**src/rtl/gray_frame_writer.sv**
```systemverilog
// Grayscale stream sink: packs four 12-bit pixels into three 16-bit words and
// buffers them for the SDRAM write FIFO while tracking raster position.
module gray_frame_writer #(
    parameter int IMG_W      = 640,
    parameter int IMG_H      = 480,
    parameter int FIFO_DEPTH = 8
) (
    input  logic                     iCLK,
    input  logic                     iRST,
    input  logic                     iFRAME_START,
    input  logic [11:0]              iPIX12,
    input  logic                     iDVAL,
    output logic [15:0]              oWR_DATA,
    output logic                     oWR_REQ,
    input  logic                     iWR_FULL,
    output logic [$clog2(IMG_W)-1:0] oX,
    output logic [$clog2(IMG_H)-1:0] oY,
    output logic                     oFRAME_DONE,
    output logic                     oOVERFLOW,
    output logic                     oBUSY
);
    localparam int XW = $clog2(IMG_W);
    localparam int YW = $clog2(IMG_H);
    localparam int AW = $clog2(FIFO_DEPTH);
    localparam int CW = AW + 1;

    typedef enum logic [1:0] {S_IDLE, S_ACTIVE, S_DRAIN} state_t;

    state_t          state_q, state_d;
    logic [XW-1:0]   x_q, x_d, x_base;
    logic [YW-1:0]   y_q, y_d, y_base;
    logic [1:0]      phase_q, phase_d, phase_base;
    logic [11:0]     resid_q, resid_d;
    logic            ovf_q, ovf_d;
    logic            done_q, done_d;
    logic [AW-1:0]   wr_ptr_q, wr_ptr_d, rd_ptr_q, rd_ptr_d;
    logic [CW-1:0]   count_q, count_d;
    logic [15:0]     mem_q [FIFO_DEPTH];

    logic        fifo_empty, fifo_full, pop, accept, last_pix;
    logic        push, push_ok, drop, drain_done;
    logic [15:0] push_word;

    assign fifo_empty = (count_q == '0);
    assign fifo_full  = (count_q == CW'(FIFO_DEPTH));
    assign oWR_REQ    = !fifo_empty && !iWR_FULL;
    assign oWR_DATA   = fifo_empty ? 16'h0000 : mem_q[rd_ptr_q];
    assign pop        = oWR_REQ;

    // A frame start rebases position and pack phase so a same-cycle pixel lands at (0,0) as p0.
    always_comb begin
        // NOTE: every signal gets a default first so no path through this block infers a latch.
        x_base     = iFRAME_START ? '0 : x_q;
        y_base     = iFRAME_START ? '0 : y_q;
        phase_base = iFRAME_START ? 2'd0 : phase_q;
        accept     = iDVAL && ((state_q == S_ACTIVE) || iFRAME_START);
        last_pix   = (x_base == XW'(IMG_W - 1)) && (y_base == YW'(IMG_H - 1));
        push       = accept && (phase_base != 2'd0);

        unique case (phase_base)
            2'd1:    push_word = {iPIX12[3:0], resid_q};
            2'd2:    push_word = {iPIX12[7:0], resid_q[11:4]};
            2'd3:    push_word = {iPIX12, resid_q[11:8]};
            default: push_word = 16'h0000;
        endcase

        push_ok = push && (!fifo_full || pop);
        drop    = push && fifo_full && !pop;

        x_d = x_base;
        y_d = y_base;
        if (accept) begin
            if (x_base == XW'(IMG_W - 1)) begin
                x_d = '0;
                y_d = (y_base == YW'(IMG_H - 1)) ? '0 : y_base + YW'(1);
            end else begin
                x_d = x_base + XW'(1);
            end
        end

        phase_d = accept ? phase_base + 2'd1 : phase_base;
        resid_d = accept ? iPIX12 : resid_q;
        ovf_d   = (iFRAME_START ? 1'b0 : ovf_q) | drop;

        wr_ptr_d = wr_ptr_q + (push_ok ? AW'(1) : AW'(0));
        rd_ptr_d = rd_ptr_q + (pop ? AW'(1) : AW'(0));
        count_d  = count_q;
        unique case ({push_ok, pop})
            2'b10:   count_d = count_q + CW'(1);
            2'b01:   count_d = count_q - CW'(1);
            default: count_d = count_q;
        endcase
        if (iFRAME_START) begin
            wr_ptr_d = '0;
            rd_ptr_d = '0;
            count_d  = '0;
        end
    end

    always_ff @(posedge iCLK) begin
        if (iRST) begin
            state_q <= S_IDLE;
        end else begin
            state_q <= state_d;
        end
    end

    always_comb begin
        state_d = state_q;
        if (iFRAME_START) begin
            state_d = S_ACTIVE;
        end else begin
            unique case (state_q)
                S_ACTIVE: if (accept && last_pix) state_d = S_DRAIN;
                S_DRAIN:  if (fifo_empty) state_d = S_IDLE;
                default:  state_d = state_q;
            endcase
        end
    end

    always_comb begin
        oBUSY      = (state_q != S_IDLE);
        drain_done = (state_q == S_DRAIN) && fifo_empty;
        done_d     = drain_done && !iFRAME_START;
    end

    always_ff @(posedge iCLK) begin
        if (iRST) begin
            x_q      <= '0;
            y_q      <= '0;
            phase_q  <= 2'd0;
            resid_q  <= 12'h000;
            ovf_q    <= 1'b0;
            done_q   <= 1'b0;
            wr_ptr_q <= '0;
            rd_ptr_q <= '0;
            count_q  <= '0;
        end else begin
            // NOTE: non-blocking assignments keep every register reading the pre-edge values.
            x_q      <= x_d;
            y_q      <= y_d;
            phase_q  <= phase_d;
            resid_q  <= resid_d;
            ovf_q    <= ovf_d;
            done_q   <= done_d;
            wr_ptr_q <= wr_ptr_d;
            rd_ptr_q <= rd_ptr_d;
            count_q  <= count_d;
        end
    end

    // NOTE: the word storage is not reset; an empty count masks stale entries.
    always_ff @(posedge iCLK) begin
        if (push_ok) begin
            mem_q[wr_ptr_q] <= push_word;
        end
    end

    assign oX          = x_q;
    assign oY          = y_q;
    assign oFRAME_DONE = done_q;
    assign oOVERFLOW   = ovf_q;
endmodule

```
**config.mk**
```make
export PLATFORM = sky130hd
export DESIGN_NAME = gray_frame_writer
export DESIGN_NICKNAME = d
export VERILOG_FILES = /design/src/rtl/gray_frame_writer.sv
export SDC_FILE = /design/constraint.sdc
export NUM_CORES = 1
export LEC_CHECK = 0
export BUFFER_PORTS_ARGS = -buffer_cell sky130_fd_sc_hd__buf_2
export CELL_PAD_IN_SITES_DETAIL_PLACEMENT = 0
export CELL_PAD_IN_SITES_GLOBAL_PLACEMENT = 1
export CORE_ASPECT_RATIO = 0.5
export CORE_MARGIN = 2
export CORE_UTILIZATION = 40
export CTS_BUF_LIST = sky130_fd_sc_hd__clkbuf_2
export DETAILED_ROUTE_END_ITERATION = 12
export PLACE_DENSITY = 0.74
export SLEW_MARGIN = 20
export SYNTH_ARGS = -nofsm -noshare
export SYNTH_HDL_FRONTEND = slang
export SYNTH_SLANG_ARGS = --single-unit
```
**constraint.sdc**
```tcl
create_clock -name iCLK -period 5 [get_ports iCLK]
set_input_delay 1 -clock iCLK [delete_from_list [all_inputs] [get_ports iCLK]]
set_output_delay 1 -clock iCLK [all_outputs]
set_load 0.1 [all_outputs]
```
==> qor.yml <==
yosysTopAreaCell: "edfxtp_1"
clk_pin_slew_ps: 260
cp_slowest_cell: "dfxtp_2"
cts_setup_buffers: 0
multiInputGateArea_sq_mm: 0.00243
path_max_fanout: 21
antenna_found_initial: 1
synth.area.top_cells: "edfxtp_1 52%, dfxtp_1 13%, mux4_2 9.8%, nor2_1 3.1%, mux2i_1 2.5%"
grtUsageTotal: 0.163
net-switching-power_uw: 610
cts_hold_buf: 0
overflow: 0
cpPeakStageDelay_ps: 890
num_io_pins: 56
htree_levels: 4
netlist.area_leader.share: 0.524
placed_area_sq_mm: 0.00792
max_cap_viol_count: 0
cts_buffers: 17
async_flop_share: 0
synth_area_sq_mm: 0.00733
power_mw: 2.35
crit_chain: "buf_4 -> mux4_2 -> mux2i_1 -> nor2_1 -> buf_2"
slew-limit-headroom: 0.345
hold_ws_ps: 472
critPathCaptureType: "primary output"
fin_skew_ps: 47.7
fp.dieW_um: 195
instances_no_fill: 822
routabilityCongestion: 0.806
n_fill_cell: 1598
worstSetupPathType: "reg2out"
dp_hpwl_um: 9810
io_buffers: 55
min_path_type: "reg2reg"
yosysSeqAreaShare: 0.653
p_int_mw: 1.74
synth_top_flop_cell: "edfxtp_1"
finalCritPeriodShare: 0.809
tns_ps: 0
swShare: 0.260
syn2layout_area_growth_pct: 11.3
grt_max_degree: 30
ys_warn_count: 0
pwr-share-clk: 0.307
avgSynthCellArea_sq_um: 14.3
drc: 0
synth_fp_nets: 540
finalSetupViolCount: 0
cts_root_buf: "clkbuf_2"
ys_ff_latch: 175
insertion_delay_ps: 730
seqCellArea_sq_mm: 0.00479
synth-edff-count: 128
diodes: 0
vias: 4447
vdd_ir_drop_max_uv: 162
powerDensity_mw_per_mm2: 288
fmax_mhz: 247
dp.cells: 790
synthCells: 512
grt_pass1_wl_um: 24200
finalNetCount: 603
die-area_sq_mm: 0.0195
finalMaxSlewViolations: 0
ant_nets: 0
core_sq_mm: 0.0177
initial_core_util: 0.415
cts_sinks: 175
tritoncts: "built"
worst_slew_pin_slew_ps: 974
grt_pass1_vias: 4332
wl_um: 15000
p_comb_frac: 0.032
rsz0062_at_grt: "false"
cts_resized: 0
p_seq_frac: 0.662
drt-initial-drc-count: 436
stdcell_area_sq_mm: 0.00816
crit_arrival_ps: 3040
drive_gt1_frac: 0.250
synth_cell_type_count: 50
outcome: "complete, no violations"
dr.pass1.iters: 8
hold_viol: 0
viasPerCell: 5.41
placementRows: 34
cp.required_ps: 4000
clockBufferDepth: 2
fin_crit_ps: 4040
wl_per_cell_um: 18.3
cp-start-kind: "register"
p_leak_nw: 2.83
die_y_um: 99.7
## metrics by stage
stage,util,setup WS [ps]
2_1_floorplan,-,1020
3_3_place_gp,0.449,1590
3_5_place_dp,0.449,1490
4_1_cts,0.462,805
5_1_grt,0.462,623
6_report,0.462,956
## final timing paths
path                from  cells past startpoint  slack (ps)           end
min           resid_q[3]                      2         470    resid_q[3]
max reg2reg        oX[0]                      6        2600         oY[3]
max          rd_ptr_q[0]                      5         960  oWR_DATA[14]
min reg2reg   resid_q[3]                      2         470    resid_q[3]
## cell families after synthesis
logic type | count (synthesis) | synth area share
AOI/OAI and AO/OA | 64 | 0.0604
xor gates and xnor gates | 12 | 0.0143
adders and majority gates | 11 | 0.0188
buffers and inverters | 33 | 0.0186
DFF | 175 | 0.653
muxes | 50 | 0.123
and+or+nand+nor | 167 | 0.112
## layer usage
metal | wire length (um) | global-route usage | up-vias
met5 | 11 | 0 | -
met4 | 137 | 0.0335 | 2
met3 | 753 | 0.0397 | 12
met2 | 7000 | 0.262 | 121
met1 | 7120 | 0.227 | 2221
li1 | - | - | 2091
## Yosys cell counts (2+ instances only)
| master | number |
|---|---|
| o31ai_1 | 2 |
| a222oi_1 | 16 |
| nand2_1 | 45 |
| and2_1 | 4 |
| xnor2_1 | 8 |
| or3_1 | 5 |
| ha_1 | 11 |
| or2_2 | 3 |
| dfxtp_1 | 47 |
| clkbuf_1 | 21 |
| nand2b_1 | 3 |
| inv_1 | 7 |
| buf_2 | 4 |
| nor2b_1 | 8 |
| edfxtp_1 | 128 |
| nand3_1 | 8 |
| nor4_1 | 3 |
| nor2_1 | 60 |
| xor2_1 | 4 |
| nand4_1 | 4 |
| a21oi_1 | 25 |
| nand3b_1 | 2 |
| mux2i_1 | 18 |
| nor3_1 | 9 |
| o21ai_0 | 9 |
| mux4_2 | 32 |
| a211oi_1 | 2 |
| a21o_1 | 2 |
## critical path: cells and delay by family (launching register included)
| family | cells | cell delay (ps) |
|---|---|---|
| flops | 1 | 890 |
| mux | 2 | 700 |
| buf+inv | 2 | 700 |
| simple gates | 1 | 50 |
## flip-flops by register name, summed over array words and instances, names as in the netlist
register,flops
oY,9
state_q,2
resid_q,12
oFRAME_DONE,1
mem_q,128
oX,10
wr_ptr_q,3
count_q,4
rd_ptr_q,3
oOVERFLOW,1
phase_q,2
## power groups by stage
stage / combinational, mW / clock (mW) / sequential [mW]
floorplan: 0.0461 / 0 / 1.59
global placement: 0.0746 / 0 / 1.58
detailed placement: 0.0750 / 0 / 1.58
CTS: 0.0752 / 0.749 / 1.55
global route: 0.0821 / 0.804 / 1.56
finish: 0.0746 / 0.720 / 1.55
## cells in the final DEF, fill, tap and decap left out, types with 2 or more instances in the layout
master	n
and2_1	4
inv_8	7
a21o_1	2
a211oi_1	2
dfxtp_1	46
clkbuf_2	18
buf_4	15
nand3_1	8
edfxtp_1	128
clkinv_4	2
mux4_2	32
nor3_1	7
nand4_1	4
mux2i_1	18
inv_1	7
xnor2_1	8
a222oi_1	16
nor3_2	3
xor2_1	4
inv_6	4
or3_1	5
nor2_1	60
o31ai_1	2
o21ai_0	8
nor4_1	3
or2_2	3
nor2b_1	8
nand3b_1	2
nand2_1	45
ha_1	11
buf_2	55
nand2b_1	3
a21oi_1	25
## area by class of cell
cell class | instances | area share
Multi-Input combinational cell | 304 | 0.298
Clock buffer | 18 | 0.0110
Clock inverter | 14 | 0.0181
Tap cell | 234 | 0.0359
Timing Repair Buffer | 70 | 0.0475
Inverter | 7 | 0.00322
Sequential cell | 175 | 0.586
Note: power is estimated with default switching activity, not from simulation.
